[src/rtl/uled_share_arbiter.sv]
// uled_share_arbiter
//   Shares one LED bus between NREQ display requesters. A round-robin
//   arbiter hands the LEDs to one requester at a time and keeps each grant
//   for up to HOLD cycles, so a person can read the pattern before the next
//   owner takes over.
//
// Ports
//   CLK          system clock
//   RST          synchronous, active-high reset
//   REQ          per-requester display request (level)
//   LED_DATA     requester i pattern in bits [i*LEDW +: LEDW]
//   GNT          one-hot grant, registered
//   GNT_VLD      |GNT, registered
//   SLOT_END     high on the last cycle of any grant
//   ULED         pattern of the current owner, one cycle behind GNT
//   dbg_state_o  FSM state (0 = IDLE, 1 = OWN)
//
// Request/grant protocol: a requester holds REQ high for as long as it wants
// the LEDs. GNT[i] goes high the cycle after the decision that picked i, and
// stays high while REQ[i] is held, up to HOLD cycles. Dropping REQ[i] ends
// the grant right away; SLOT_END marks that final cycle. A request from a
// non-owner is only looked at when a decision is due, so it never preempts
// the current owner.
module uled_share_arbiter #(
  parameter int NREQ = 4,
  parameter int LEDW = 10,
  parameter int HOLD = 50_000_000,
  parameter int CNTW = 32
) (
  input  logic                 CLK,
  input  logic                 RST,
  input  logic [NREQ-1:0]      REQ,
  input  logic [NREQ*LEDW-1:0] LED_DATA,
  output logic [NREQ-1:0]      GNT,
  output logic                 GNT_VLD,
  output logic                 SLOT_END,
  output logic [LEDW-1:0]      ULED,
  output logic                 dbg_state_o
);

  localparam int PW = $clog2(NREQ);
  localparam logic [CNTW-1:0] LAST = CNTW'(HOLD - 1);

  typedef enum logic {
    IDLE = 1'b0,
    OWN  = 1'b1
  } state_t;

  state_t          state_q;
  logic [PW-1:0]   rr_q;
  logic [PW-1:0]   own_q;
  logic [CNTW-1:0] timer_q;
  logic [NREQ-1:0] gnt_q;
  logic            vld_q;
  logic [LEDW-1:0] uled_q;

  // Arbitration result for the current cycle.
  logic            arb_hit_d;
  logic [PW-1:0]   arb_idx_d;
  logic [PW:0]     scan_pos;
  logic [PW-1:0]   rr_d;
  logic [NREQ-1:0] gnt_d;

  logic            owner_req;
  logic            expire;
  logic            slot_end;
  logic [LEDW-1:0] led_sel;

  // Scan REQ starting at rr_q, wrapping modulo NREQ. One extra bit in
  // scan_pos keeps rr_q + k from overflowing before the wrap when NREQ is
  // not a power of two.
  always_comb begin
    arb_hit_d = 1'b0;
    arb_idx_d = '0;
    scan_pos  = '0;
    for (int k = 0; k < NREQ; k++) begin
      scan_pos = {1'b0, rr_q} + (PW+1)'(k);
      if (scan_pos >= (PW+1)'(NREQ)) scan_pos = scan_pos - (PW+1)'(NREQ);
      if (!arb_hit_d && REQ[scan_pos[PW-1:0]]) begin
        arb_hit_d = 1'b1;
        arb_idx_d = scan_pos[PW-1:0];
      end
    end
  end

  assign rr_d  = (arb_idx_d == PW'(NREQ - 1)) ? '0 : arb_idx_d + 1'b1;
  assign gnt_d = NREQ'(1) << arb_idx_d;

  assign owner_req = REQ[own_q];
  assign expire    = (timer_q == LAST);
  // The grant ends either when its owner lets go or when the hold slot runs out.
  assign slot_end  = (state_q == OWN) && (!owner_req || expire);

  // Live pattern of whoever holds GNT right now; registered into ULED.
  always_comb begin
    led_sel = '0;
    for (int i = 0; i < NREQ; i++) begin
      if (gnt_q[i]) led_sel = LED_DATA[i*LEDW +: LEDW];
    end
  end

  always_ff @(posedge CLK) begin
    if (RST) begin
      state_q <= IDLE;
      rr_q    <= '0;
      own_q   <= '0;
      timer_q <= '0;
      gnt_q   <= '0;
      vld_q   <= 1'b0;
      uled_q  <= '0;
    end else begin
      uled_q <= led_sel;
      case (state_q)
        IDLE: begin
          if (arb_hit_d) begin
            state_q <= OWN;
            own_q   <= arb_idx_d;
            rr_q    <= rr_d;
            timer_q <= '0;
            gnt_q   <= gnt_d;
            vld_q   <= 1'b1;
          end
        end
        OWN: begin
          if (slot_end) begin
            // rr_q already points past the owner, so any other waiting
            // requester wins; the owner is regranted only if it is alone.
            timer_q <= '0;
            if (arb_hit_d) begin
              own_q <= arb_idx_d;
              rr_q  <= rr_d;
              gnt_q <= gnt_d;
              vld_q <= 1'b1;
            end else begin
              state_q <= IDLE;
              gnt_q   <= '0;
              vld_q   <= 1'b0;
            end
          end else begin
            timer_q <= expire ? timer_q : timer_q + 1'b1;
          end
        end
        default: begin
          state_q <= IDLE;
          gnt_q   <= '0;
          vld_q   <= 1'b0;
        end
      endcase
    end
  end

  assign GNT         = gnt_q;
  assign GNT_VLD     = vld_q;
  assign SLOT_END    = slot_end;
  assign ULED        = uled_q;
  assign dbg_state_o = state_q;

endmodule

[config.mk]
export PLATFORM = sky130hd
export DESIGN_NAME = uled_share_arbiter
export DESIGN_NICKNAME = d
export VERILOG_FILES = /design/src/rtl/uled_share_arbiter.sv
export SDC_FILE = /design/constraint.sdc
export NUM_CORES = 1
export LEC_CHECK = 0
export ABC_AREA = 1
export CORE_MARGIN = 4
export CORE_UTILIZATION = 55
export DETAILED_ROUTE_END_ITERATION = 10
export PLACE_DENSITY = 0.84
export SLEW_MARGIN = 20
export SYNTH_ARGS = -nofsm -noshare
export SYNTH_HDL_FRONTEND = slang
export SYNTH_SLANG_ARGS = --single-unit
[constraint.sdc]
create_clock -name CLK -period 3.5 [get_ports CLK]
set_input_delay 0.7 -clock CLK [delete_from_list [all_inputs] [get_ports CLK]]
set_output_delay 0.7 -clock CLK [all_outputs]
set_load 0.01 [all_outputs]
==> results by group, run 1 <==
Run status
  – Status: completed

Route
  – Vias/cell: roughly 5.5
  – Routed Antenna Nets: 0
  – Initial drt markers: 212
  – WL/cell: ~14 µm
  – DRC viols: 0
  – Via count: 3626
  – First-pass DRT Iterations: 5
  – Final wirelength: 9.16 mm

Clocking
  – Clock Latency Late Sink: 320 ps
  – CTS H-tree lvls: 2
  – CTS tree: built
  – Post-CTS sizing: 0
  – Post-CTS Setup Repair Bufs: 0
  – Clock tree buffer depth: 2
  – # hold bufs at CTS: 0
  – CTS Sinks: 52
  – TritonCTS Buffers: 5
  – Clk slew on worst S/H paths: between 100 and 150 ps
  – Clk root buf: clkbuf_8

Global route
  – M3 GR Usage: 5.00%
  – Overall routing resource usage: 25.3%
  – Largest net degree at the start of global routing: 30
  – First-pass GRT wire length: approximately 15 mm
  – GR peak layer: met2
  – Vias in the first global route: 3410
  – Met2 Use GR: 43.9%
  – Routing usage on met1: 32.0%
  – GRT Residual Overflow: 0
  – Antenna violations before repair: 0

Logic synthesis
  – Post-synthesis sequential element count: 52
  – Synth top area share: 31.1%
  – Post-Synth Adder-Cell Area: between 1.5 and 2%
  – Mapped Cells: 532
  – Largest area contributor in the netlist: dfxtp_1
  – Syn Area/Cell: 6.29 µm²
  – Synthesis warning total: 0
  – Cell area after synthesis: ~3300 µm²
  – Main combinational cell family by area after synthesis: simple AND/OR/NAND/NOR gates
  – Fraction of synthesized area in multiplexers: 0%
  – Syn nets: a little under 600
  – Post-synthesis xor/xnor area fraction: 2.09%
  – Simple-Gate Fraction of Synth Area: 37.8%
  – Area contributors post-synth: dfxtp_1 31%, nand2_1 18%, nor2_1 6.8%, inv_1 5.7%, o21ai_0 5.7%
  – Synth Area in Compound Gates: 18.0%
  – Synth cell types: 29
  – Seq/Total Area, Yosys: 31.1%

Worst setup path
  – Max Fanout on Critical Path: 4
  – Most frequent cell on the critical path: nand2_1
  – Crit-path max cell delay: roughly 530 ps
  – CP arrival: between 2000 and 2500 ps
  – Setup CP Type: reg -> out
  – Worst setup SP type: flop
  – Critical Path End Type: output port
  – Worst Path Required: 2800 ps
  – Crit-path slowest cell: clkdlybuf4s50_1
  – CP Cell Sequence: ha_1, inv_1, nor2_1, nand2_1, nor2_1, nand2_1, nand2_1, nand2_1, inv_1, clkdlybuf4s50_1

Finish
  – Design Area, Final: 4100 µm²
  – Antenna Cells: 0
  – Share of cells above drive strength 1: under 10%
  – Filler cell count: 564
  – Layout Cells excl Fill: approximately 660
  – # nets final: 637
  – Area added between synthesis and finish: 22.5%

STA
  – Final hold violation count: 0
  – Unrepaired setup endpoints after global routing: no
  – Rel. slew slack: 48.1%
  – Measured slew at the worst slew-check pin: 775 ps
  – Clock Skews: 12.5 ps
  – Max Freq: 0.329 GHz
  – Setup TNS: 0 ps
  – Final setup viols: 0
  – Slew Viols, Final: 0
  – Final period demand of the worst path: 3040 ps
  – Final worst path period share: between 80% and 90%

Place
  – Post-place instance area: 3990 µm²
  – Placed insts: 654
  – DP HPWL: between 6 and 7 mm
  – PortBufs: 62
  – GP Congestion: 0.943

Floorplan
  – Initial Utilization: around 57%
  – Die height: 86.0 µm
  – Num ports: 63
  – DIE WIDTH: about 86 µm
  – DIE AREA: 7400 µm²
  – Row count: 28
  – Core area: approximately 5900 µm²

Power
  – LEAKAGE: 1.52 nW
  – Pwr dens: 546 nW/µm²
  – Peak supply drop: 354 µV

Job
  – Max_cap viols: 0

Min path
  – Hold crit path type: reg -> reg
[power by group]
group / internal [mW] / leakage, nW / switching [mW] / total [mW]
clock: 0.216 / 0.0548 / 0.221 / 0.437
combinational: 0.434 / 1.05 / 0.577 / 1.01
sequential: 0.693 / 0.423 / 0.0978 / 0.791
total: 1.34 / 1.52 / 0.895 / 2.24
[metrics by stage]
stage / hold slack, ps / utilization (%) / setup slack [ps] / total power [mW]
floorplan: 447 / - / 1240 / 1.46
global placement: 457 / 67.3 / 538 / 1.78
detailed placement: 461 / 67.3 / 524 / 1.81
CTS: 476 / 69.3 / 479 / 2.24
global route: 501 / 69.3 / 311 / 2.39
finish: 473 / 69.3 / 464 / 2.24
[final cells by class]
class / count / area (µm²) / area share [%]
Tap cell: 75 / 93.8 / 2.29
Timing Repair Buffer: 65 / 643 / 15.7
Inverter: 55 / 206 / 5.04
Clock inverter: 3 / 46.3 / 1.13
Multi-Input combinational cell: 407 / 2000 / 48.8
Sequential cell: 52 / 1040 / 25.4
Clock buffer: 5 / 68.8 / 1.68
[registers in the layout, indices dropped and copies added (netlist names)]
| name | count |
|---|---|
| GNT | 4 |
| GNT_VLD | 1 |
| ULED | 10 |
| dbg_state_o | 1 |
| own_q | 2 |
| rr_q | 2 |
| timer_q | 32 |
[cells by family after synthesis]
family | after synthesis
buffers and inverters | 73
xor gates and xnor gates | 8
AOI/OAI and AO/OA | 100
adders and majority gates | 5
and+or+nand+nor | 294
DFF | 52
[metal layers]
metal  up-vias  routed length (µm)
li1       1838                   -
met1      1665                4020
met2       110                4350
met3        13                 655
met4         0                 135
met5         -                   0
[worst max-delay path, delay by kind of cell (launching register included)]
family | cells | cell delay, ps
buffers and inverters | 3 | 640
AND/OR/NAND/NOR | 6 | 770
adder cells (fa/ha/maj) | 1 | 210
flip-flops | 1 | 400
[placed cells by master (no fill, tap or decap), types with 4 or more instances in the layout]
| cell type | instances |
|---|---|
| a21oi_1 | 35 |
| a21oi_2 | 11 |
| a221o_1 | 10 |
| clkbuf_8 | 5 |
| clkdlybuf4s50_1 | 62 |
| dfxtp_1 | 52 |
| ha_1 | 5 |
| inv_1 | 51 |
| inv_2 | 4 |
| nand2_1 | 159 |
| nand2_2 | 12 |
| nand3_1 | 34 |
| nand4_1 | 11 |
| nor2_1 | 61 |
| nor3_1 | 10 |
| o21ai_0 | 38 |
| xor2_1 | 5 |
[final timing paths]
kind              slack [ps]                    to  depth (start not counted)                     from
setup / recovery         460              SLOT_END                         10  timer_q[0]$_SDFFE_PP0P_
setup reg to reg        1140  rr_q[1]$_SDFFE_PP0P_                         13     rr_q[0]$_SDFFE_PP0P_
hold / removal           470  GNT_VLD$_SDFFE_PP0P_                          2     GNT_VLD$_SDFFE_PP0P_
hold reg to reg          470  GNT_VLD$_SDFFE_PP0P_                          2     GNT_VLD$_SDFFE_PP0P_
[synthesized netlist by cell type (all sizes together)]
cell type  instances
nand3b             3
nor2              62
inv               55
a21oi             46
xnor2              3
dfxtp             52
xor2               5
ha                 5
a221o             10
o211ai             3
nor3              10
clkbuf            12
nand3             36
o21ai             39
o21bai             1
nand2            171
a31oi              1
nand4             12
buf                6
Power figures use the tool's default switching activity.
==> inputs of run 2 (changes only) <==
--- a/config.mk
+++ b/config.mk
@@ -8,6 +8,7 @@
 export ABC_AREA = 1
 export CORE_MARGIN = 4
 export CORE_UTILIZATION = 55
+export CTS_CLUSTER_SIZE = 24
 export DETAILED_ROUTE_END_ITERATION = 10
 export PLACE_DENSITY = 0.84
 export SLEW_MARGIN = 20
==> results of run 2 <==
The final DEF is identical to that of run 1; final timing and power are the same.
==> inputs of run 3 (changes only) <==
--- a/config.mk
+++ b/config.mk
@@ -7,10 +7,10 @@
 export LEC_CHECK = 0
 export ABC_AREA = 1
 export CORE_MARGIN = 4
-export CORE_UTILIZATION = 55
+export CORE_UTILIZATION = 53
 export CTS_CLUSTER_SIZE = 24
 export DETAILED_ROUTE_END_ITERATION = 10
-export PLACE_DENSITY = 0.84
+export PLACE_DENSITY = 0.81
 export SLEW_MARGIN = 20
 export SYNTH_ARGS = -nofsm -noshare
 export SYNTH_HDL_FRONTEND = slang
==> constraint.sdc (replaced) <==
create_clock -name CLK -period 3 [get_ports CLK]
set_input_delay 0.6 -clock CLK [delete_from_list [all_inputs] [get_ports CLK]]
set_output_delay 0.6 -clock CLK [all_outputs]
set_load 0.01 [all_outputs]
==> run 3 against run 2 <==
Compared with the run above: critical path depth down 1; hold slack better by 5.2 ps; clock skew down 3.8 ps; sequential share of layout area down 0.15 points; design area up 0.58%; non-clock buffer count up 2; sequential cell count unchanged; sequential power up 16%; critical path type unchanged; largest power group unchanged.
==> results by group, run 3 (synthesis results as in run 1) <==
Run status
  – Status: completed (unchanged)

Power
  – Sw Share: 39.5% (was 40.0%)
  – Pwr dens: 630 nW/µm² (was 546 nW/µm²)
  – Flop pwr share: 35.2% (was 35.3%)
  – Peak supply drop: 512 µV (was 354 µV)
  – Clock power share: 19.0% (was 19.5%)
  – P_sw: 1.03 mW (was 895 µW)
  – Logic pwr share: 45.9% (was 45.2%)
  – LEAKAGE: 1.54 nW (was 1.52 nW)
  – Cell Int Power: 1.57 mW (was 1.34 mW)

Route
  – Routed Antenna Nets: 0 (unchanged)
  – WL/cell: 13.8 µm (about the same)
  – Met3 WL: 604 µm (was 655 µm)
  – Vias/cell: 5.42 (was 5.48)
  – First-pass DRT Iterations: 5 (unchanged)
  – DR top layer: met4 (unchanged)
  – Final wirelength: 9.14 mm (was 9.16 mm)
  – WL met2: 4.26 mm (was 4.35 mm)
  – DRC viols: 0 (unchanged)
  – Initial drt markers: 181 (was 212)
  – Via count: 3600 (was 3626)
  – Met1 wire length: 4.12 mm (was 4.02 mm)

Floorplan
  – Row count: 28 (unchanged)
  – DIE WIDTH: 87.5 µm (was 86.0 µm)
  – Die height: 87.5 µm (was 86.0 µm)
  – DIE AREA: 7650 µm² (was 7400 µm²)
  – Num ports: 63 (unchanged)
  – Initial Utilization: 55.6% (was 56.6%)
  – Core area: 6030 µm² (was 5920 µm²)

Worst setup path
  – Max Fanout on Critical Path: 4 (unchanged)
  – Setup CP Type: reg -> out (unchanged)
  – CP arrival: 2210 ps (was 2340 ps)
  – Critical Path End Type: output port (unchanged)
  – Worst setup SP type: flop (unchanged)
  – Worst Path Required: 2400 ps (was 2800 ps)

Finish
  – Antenna Cells: 0 (unchanged)
  – Commonest cells after routing, fill and taps aside: 159 x nand2_1, 62 x clkdlybuf4s50_1, 61 x nor2_1 (unchanged)
  – Max reg flops: 32 (unchanged)
  – Commonest non-fill, non-tap cell in the layout: nand2_1 (unchanged)
  – Reg with most FFs: timer_q (unchanged)
  – Sequential Area: 1040 µm² (unchanged)
  – Multi-input logic area: 2000 µm² (unchanged)
  – Area added between synthesis and finish: 23.2% (was 22.5%)
  – Share of cells above drive strength 1: 7.47% (was 7.16%)
  – Layout Cells excl Fill: 664 (was 662)
  – # nets final: 639 (was 637)
  – Filler cell count: 529 (was 564)

Clocking
  – Post-CTS Setup Repair Bufs: 0 (unchanged)
  – CTS Sinks: 52 (unchanged)
  – # hold bufs at CTS: 0 (unchanged)
  – Clock Latency Late Sink: 310 ps (was 320 ps)
  – Post-CTS sizing: 0 (unchanged)
  – Clock tree buffer depth: 2 (unchanged)
  – Clk slew on worst S/H paths: 100 ps (was 110 ps)
  – TritonCTS Buffers: 5 (unchanged)
  – CTS H-tree lvls: 2 (unchanged)
  – Clk root buf: clkbuf_8 (unchanged)
  – CTS tree: built (unchanged)

STA
  – Hold slack: 479 ps (was 473 ps)
  – Final period demand of the worst path: roughly 2800 ps
  – Final worst path period share: 93.6%
  – Slew Viols, Final: 0 (unchanged)
  – Max Freq: 0.356 GHz
  – Setup TNS: 0 ps (unchanged)
  – Unrepaired setup endpoints after global routing: no (unchanged)
  – PnR worst setup slack: 191 ps (was 464 ps)
  – Clock Skews: 8.70 ps (was 12.5 ps)
  – Final setup viols: 0 (unchanged)
  – Rel. slew slack: 47.9% (was 48.1%)
  – Measured slew at the worst slew-check pin: 778 ps (was 775 ps)
  – Final hold violation count: 0 (unchanged)

Place
  – Placed insts: 656 (was 654)
  – DP HPWL: 6.83 mm (was 6.92 mm)
  – PortBufs: 62 (unchanged)
  – Dpl ws: 198 ps (was 524 ps)
  – GP Congestion: 0.937 (was 0.943)

Min path
  – Hold crit path type: reg -> reg (unchanged)

Global route
  – Overall routing resource usage: 24.5% (was 25.3%)
  – GRT Residual Overflow: 0 (unchanged)
  – First-pass GRT wire length: 15.2 mm (was 15.4 mm)
  – Antenna violations before repair: 0 (unchanged)
  – Vias in the first global route: 3361 (was 3410)
  – Largest net degree at the start of global routing: 29 (was 30)

Job
  – Max_cap viols: 0 (unchanged)
run 3: changes by cell type in the layout (fill, tap and decap cells not counted):
cell	previous run	this run
inv_6	1	0
buf_4	3	4
clkinv_2	0	1
buf_12	0	1
run 3: area by class of cell:
class                   count  area share, %
inverters                  55           5.01
clock inverters             3           1.03
clock buffers               5           1.67
flip-flops and latches     52           25.2
repair buffers             67           16.3
well taps                  75           2.28
multi-input cells         407           48.5
run 3: critical path, cell delays in order, from the launching register on:
cell and delay, ps:
dfxtp_1 440, nand2_1 130, nor2_1 290, nand2_1 90
nor2_1 100, nand2_1 100, nand2_1 80, nand2_1 80
inv_1 60, clkdlybuf4s50_1 520
run 3: routing by layer:
metal  vias up  global-route usage, %
met3        17                   4.54
met5         -                      0
met1      1623                   30.1
met2       114                   43.5
met4         0                   6.56
li1       1846                      -
run 3: final timing paths:
check	start	slack, ps	to	cells past startpoint
min reg2reg	GNT_VLD$_SDFFE_PP0P_	480	GNT_VLD$_SDFFE_PP0P_	2
min	GNT_VLD$_SDFFE_PP0P_	480	GNT_VLD$_SDFFE_PP0P_	2
max reg2reg	rr_q[0]$_SDFFE_PP0P_	710	rr_q[1]$_SDFFE_PP0P_	13
max	timer_q[13]$_SDFFE_PP0P_	190	SLOT_END	9
run 3: through the flow:
step / util [%] / cell area [µm²] / power (mW)
after CTS: 68.4 / 4120 / 2.61
after floorplan: - / 3350 / 1.70
after detailed placement: 66.6 / 4010 / 2.12
after global routing: 68.4 / 4120 / 2.81
after global placement: 66.6 / 4010 / 2.09
final: 68.4 / 4120 / 2.60
run 3: power groups by stage:
stage | Combinational, mW | Sequential [mW] | Clock (mW)
global route | 1.34 | 0.936 | 0.535
global placement | 1.17 | 0.925 | 0
finish | 1.19 | 0.914 | 0.493
floorplan | 0.775 | 0.926 | 0
detailed placement | 1.19 | 0.932 | 0
CTS | 1.20 | 0.915 | 0.501
